--- src/rtl/imem_loader.sv ---
// rtl/imem_loader.sv - boot-time byte-stream loader for the MIPS instruction memory
//
// Accepts a byte stream (2-byte LE word count, 4*N LE payload bytes, one
// checksum byte) over a valid/ready handshake, writes the assembled 32-bit
// words into instruction memory, and holds the core in reset (cpu_PCinit=1)
// until the 8-bit sum over all bytes, checksum included, is zero.
//
// Ports:
//   clk         rising-edge clock shared with the core
//   PCinit_n    asynchronous active-low reset
//   start       restart pulse, honoured only in DONE or ERR
//   in_valid    in_data holds a byte
//   in_data     stream byte
//   in_ready    loader accepts a byte this cycle
//   imem_we     one-cycle instruction-memory write strobe
//   imem_addr   word address of the write
//   imem_wdata  instruction word to write
//   cpu_PCinit  core reset hold, low only in DONE
//   done        image loaded and checksum good
//   err         load aborted (oversize count or bad checksum)
`timescale 1ns/1ps
module imem_loader #(
  parameter int ADDR_W = 10
) (
  input  logic              clk,
  input  logic              PCinit_n,
  input  logic              start,
  input  logic              in_valid,
  input  logic [7:0]        in_data,
  output logic              in_ready,
  output logic              imem_we,
  output logic [ADDR_W-1:0] imem_addr,
  output logic [31:0]       imem_wdata,
  output logic              cpu_PCinit,
  output logic              done,
  output logic              err
);

  localparam logic [2:0] S_CNT0  = 3'd0;
  localparam logic [2:0] S_CNT1  = 3'd1;
  localparam logic [2:0] S_DATA  = 3'd2;
  localparam logic [2:0] S_WRITE = 3'd3;
  localparam logic [2:0] S_CSUM  = 3'd4;
  localparam logic [2:0] S_DONE  = 3'd5;
  localparam logic [2:0] S_ERR   = 3'd6;

  // Largest legal word count is the full memory capacity, so compare in 17 bits.
  localparam logic [16:0] MAX_WORDS = 17'd1 << ADDR_W;

  logic [2:0]      state;
  logic [15:0]     count;
  logic [7:0]      sum;
  logic [1:0]      byte_cnt;
  // One extra bit so the index can reach 2^ADDR_W when memory is filled.
  logic [ADDR_W:0] word_idx;
  logic [31:0]     asm_word;

  logic            accept;
  logic [7:0]      sum_next;
  logic [15:0]     n_full;
  logic [ADDR_W:0] idx_next;
  logic [31:0]     word_next;

  // Decoded from registered state only: no path from in_valid.
  assign in_ready  = (state == S_CNT0) || (state == S_CNT1) ||
                     (state == S_DATA) || (state == S_CSUM);
  assign accept    = in_valid & in_ready;
  assign sum_next  = sum + in_data;
  assign n_full    = {in_data, count[7:0]};
  assign idx_next  = word_idx + {{ADDR_W{1'b0}}, 1'b1};
  // Shift right so the first byte of a word ends up in bits 7:0.
  assign word_next = {in_data, asm_word[31:8]};

  always_ff @(posedge clk or negedge PCinit_n) begin
    if (!PCinit_n) begin
      state      <= S_CNT0;
      count      <= '0;
      sum        <= '0;
      byte_cnt   <= '0;
      word_idx   <= '0;
      asm_word   <= '0;
      imem_we    <= 1'b0;
      imem_addr  <= '0;
      imem_wdata <= '0;
      cpu_PCinit <= 1'b1;
      done       <= 1'b0;
      err        <= 1'b0;
    end else begin
      case (state)
        S_CNT0: begin
          if (accept) begin
            count[7:0] <= in_data;
            sum        <= sum_next;
            state      <= S_CNT1;
          end
        end
        S_CNT1: begin
          if (accept) begin
            count[15:8] <= in_data;
            sum         <= sum_next;
            if ({1'b0, n_full} > MAX_WORDS) begin
              state <= S_ERR;
              err   <= 1'b1;
            end else if (n_full == 16'd0) begin
              state <= S_CSUM;
            end else begin
              state <= S_DATA;
            end
          end
        end
        S_DATA: begin
          if (accept) begin
            sum      <= sum_next;
            asm_word <= word_next;
            byte_cnt <= byte_cnt + 2'd1;
            if (byte_cnt == 2'd3) begin
              state      <= S_WRITE;
              imem_we    <= 1'b1;
              imem_addr  <= word_idx[ADDR_W-1:0];
              imem_wdata <= word_next;
            end
          end
        end
        S_WRITE: begin
          imem_we  <= 1'b0;
          word_idx <= idx_next;
          if (17'(idx_next) == {1'b0, count}) state <= S_CSUM;
          else                                 state <= S_DATA;
        end
        S_CSUM: begin
          if (accept) begin
            sum <= sum_next;
            if (sum_next == 8'd0) begin
              state      <= S_DONE;
              done       <= 1'b1;
              cpu_PCinit <= 1'b0;
            end else begin
              state <= S_ERR;
              err   <= 1'b1;
            end
          end
        end
        S_DONE, S_ERR: begin
          if (start) begin
            state      <= S_CNT0;
            done       <= 1'b0;
            err        <= 1'b0;
            sum        <= '0;
            byte_cnt   <= '0;
            word_idx   <= '0;
            cpu_PCinit <= 1'b1;
          end
        end
        default: state <= S_CNT0;
      endcase
    end
  end

endmodule

--- config.mk ---
export PLATFORM = sky130hd
export DESIGN_NAME = imem_loader
export DESIGN_NICKNAME = d
export VERILOG_FILES = /design/src/rtl/imem_loader.sv
export SDC_FILE = /design/constraint.sdc
export NUM_CORES = 1
export LEC_CHECK = 0
export BUFFER_PORTS_ARGS = -buffer_cell sky130_fd_sc_hd__buf_4
export CORE_MARGIN = 2
export CORE_UTILIZATION = 50
export CTS_CLUSTER_DIAMETER = 200
export CTS_CLUSTER_SIZE = 10
export DETAILED_ROUTE_END_ITERATION = 7
export PLACE_DENSITY_LB_ADDON = 0.12
export SLEW_MARGIN = 30
export SYNTH_ARGS = -nofsm -noshare
export SYNTH_HDL_FRONTEND = slang
export SYNTH_SLANG_ARGS = --single-unit
--- constraint.sdc ---
create_clock -name clk -period 2.8 [get_ports clk]
set_input_delay 0 -clock clk [delete_from_list [all_inputs] [get_ports clk]]
set_output_delay 0 -clock clk [all_outputs]
set_load 0.05 [all_outputs]
==> reports/summary.txt <==
Worst setup SP type = register
Max_slew headroom = 47.4%
Area of the mapped netlist = 0.00512 mm^2
H-tree lvl count = 3
Ys async rst share = 100%
Pre-antenna DRT Iters = 4
Clock Power Share = 14.9%
Routed WL = 10.5 mm
Final Cycle Share = 88.8%
Initial Util = 51.9%
Largest net degree at the start of global routing = 62
Dpl cell area = 0.00571 mm^2
Worst EP required = 3.07 ns
CP max FO = 5
CTS tree = yes
Post-CTS Setup Repair Bufs = 0
Pleak = 2.80 nW
Clock sinks = 110
Die span in y = 105 um
Syn_nets = 451
CP delay by family, top = simple AND/OR/NAND/NOR gates
Via count = 3,549
Die Wd = 105 um
Sequential share of the synthesized area = 53.8%
Cells along the critical path = ha_1, fa_1, xor2_1, or3_1, nor3_1, nand4_1, a221o_1
Core ar. = 0.00986 mm^2
Io pins = 59
Comb power frac = 43.6%
Area leader, netlist = dfrtp_1
Commonest non-fill, non-tap cells in the layout = dfrtp_1 (109), mux2_2 (80), buf_4 (62)
Status = complete, no violations
DR DRC count = 0
Worst min-delay path startpoint = start
Synth-to-layout area growth = 17.3%
Main area contributors after synthesis = dfrtp_1 (53%), mux2_2 (18%), o21ai_0 (2.8%), nand2_1 (2.3%), ha_1 (2.2%)
Critical-path top delay cell = fa_1
Fraction of layout cells with a size suffix above 1 = 33.9%
Row count = 36
Vias per cell = 5.62
Worst hold slack = 0.0568 ns
Min-delay worst type = in2reg
Worst IR Drop VDD = 0.515 mV
Number of global-route vias before repair = 3,540
# nets final = 516
Slew Limit Fails = 0
Critical path buffer and inverter count = 0
Slowest cell delay on critical path = 0.41 ns
Worst-Skew Late Latency = 0.39 ns
GPL Wtd Cong = 0.856
Max-cap viol count = 0
Post-Layout Cell Count = 632
Final setup skew = 0.0167 ns
Global-route wire length before repair = 17.7 mm
Initial antenna violation count = 0
Worst setup path class = reg2reg
Total gr overflow = 0
Int Power = 3.77 mW
Critical path endpoint category = register
Port bufs = 58
Total power = 6.49 mW
Reg2reg start = sum[0]
Distinct cell type count after synthesis = 52
Seq pwr share = 41.5%
Mapped Cells = 429
Post-Place Cells = 606
Final min period = 2.49 ns
CTS max path bufs = 2
Synth top area share = 53.2%
Number of synthesized flops with an enable pin = 0
GRT Total Usage = 20.2%
Worst Setup SP = sum[0]
Fin area = 0.00601 mm^2
CTS clk-pin slew, worst paths = 0.12 ns
Die Area = 0.0111 mm^2
Net switching power = 2.72 mW
Mean Syn Cell Area = 11.9 um^2
Critical Path AT = 2.76 ns
RSZ-0062 raised after global routing = no
Power per cell area = 1080 mW/mm^2
Prevailing post-synth register cell = dfrtp_1
DRT iter0 DRCs = 168
CTS buffer count = 9
Synth Warn # = 0
Diodes inserted = 0
Worst-margin pin slew = 0.790 ns
Commonest non-fill, non-tap cell in the layout = dfrtp_1
Post-route setup TNS = 0 ns
Sw Ratio = 41.9%
Routed len/inst = 16.6 um
Hpwl dp = 7.20 mm
Antenna Violating Nets Remaining = 0
Final setup viols = 0
Worst R2R Setup Slack = 0.31 ns
Yosys reg bits = 110
Fmax = 402 MHz
Root Buffer = clkbuf_8
Final hold vios = 0
-- logic make-up after synthesis --
family          after synthesis  synth area share [%]
compound gates               73                  9.50
xor+xnor                     18                  3.08
fa+ha+maj                    10                  2.59
buf+inv                      25                  2.08
flops                       110                  53.8
mux                          82                  18.0
simple gates                111                  11.0
-- stage by stage --
step / setup WS, ns / util (%)
after global placement: 0.438 / 57.9
final: 0.313 / 60.9
after floorplan: 0.586 / -
after detailed placement: 0.365 / 57.9
after CTS: 0.334 / 60.9
after global routing: 0.161 / 60.9
-- power by group through the flow --
stage / Sequential (mW) / Clock (mW) / Combinational, mW
after global routing: 2.79 / 1.05 / 3.06
after floorplan: 3.25 / 0 / 1.52
after CTS: 2.70 / 0.996 / 2.86
after detailed placement: 2.73 / 0 / 2.83
after global placement: 2.70 / 0 / 2.77
final: 2.69 / 0.966 / 2.83
-- registers in the layout (all words and copies together), names as in the netlist --
name / flops
done: 1
imem_we: 1
sum: 8
cpu_PCinit: 1
imem_addr: 10
asm_word: 24
word_idx: 11
err: 1
count: 16
state: 3
byte_cnt: 2
imem_wdata: 32
-- cell usage after synthesis, types with 4 or more instances --
cell type / count
a21oi_1: 14
xnor2_1: 8
clkbuf_1: 14
and2_1: 4
nand2_1: 31
nand2b_1: 5
o21ai_0: 29
buf_2: 4
ha_1: 9
inv_1: 5
a22o_1: 4
and3_1: 4
xor2_1: 10
nor2_1: 25
nor3_1: 5
dfrtp_1: 109
nand3_1: 13
mux2_2: 80
nor2b_1: 6
-- timing repair --
item                      4_1_cts  5_1_grt
hold endpoints to repair       96        0
resized for setup               0        0
hold buffers                   10        0
-- per-layer routing --
| metal | vias to the layer above | routed length (um) | GRT usage, % |
|---|---|---|---|
| met4 | 0 | 170 | 7.71 |
| met1 | 1775 | 4790 | 27.6 |
| met5 | - | 0 | 0 |
| met3 | 15 | 407 | 2.41 |
| li1 | 1668 | - | - |
| met2 | 91 | 5100 | 33.1 |
-- final timing paths --
| kind | to | depth (start not counted) |
|---|---|---|
| setup / recovery | state[1] | 7 |
| hold / removal | state[1] | 5 |
| setup reg to reg | state[1] | 7 |
| hold reg to reg | imem_addr[7] | 2 |
| max in group asynchronous | cpu_PCinit | 3 |
| min in group asynchronous | imem_wdata[14] | 2 |
-- final cells by class --
cell class	instances	area [um^2]
well taps	133	166
multi-input cells	294	2260
clock inverters	6	60.1
fillers	810	3860
clock buffers	10	138
repair buffers	74	606
flip-flops and latches	110	2750
inverters	5	18.8
-- worst reg2reg max path, delay by kind of cell (launching register included) --
family | cells | cell delay, ns
flip-flops | 1 | 0.40
adder cells (fa/ha/maj) | 2 | 0.62
XOR/XNOR | 1 | 0.19
AO/OA/AOI/OAI | 1 | 0.38
AND/OR/NAND/NOR | 3 | 0.78
(Power assumes the default switching activity.)
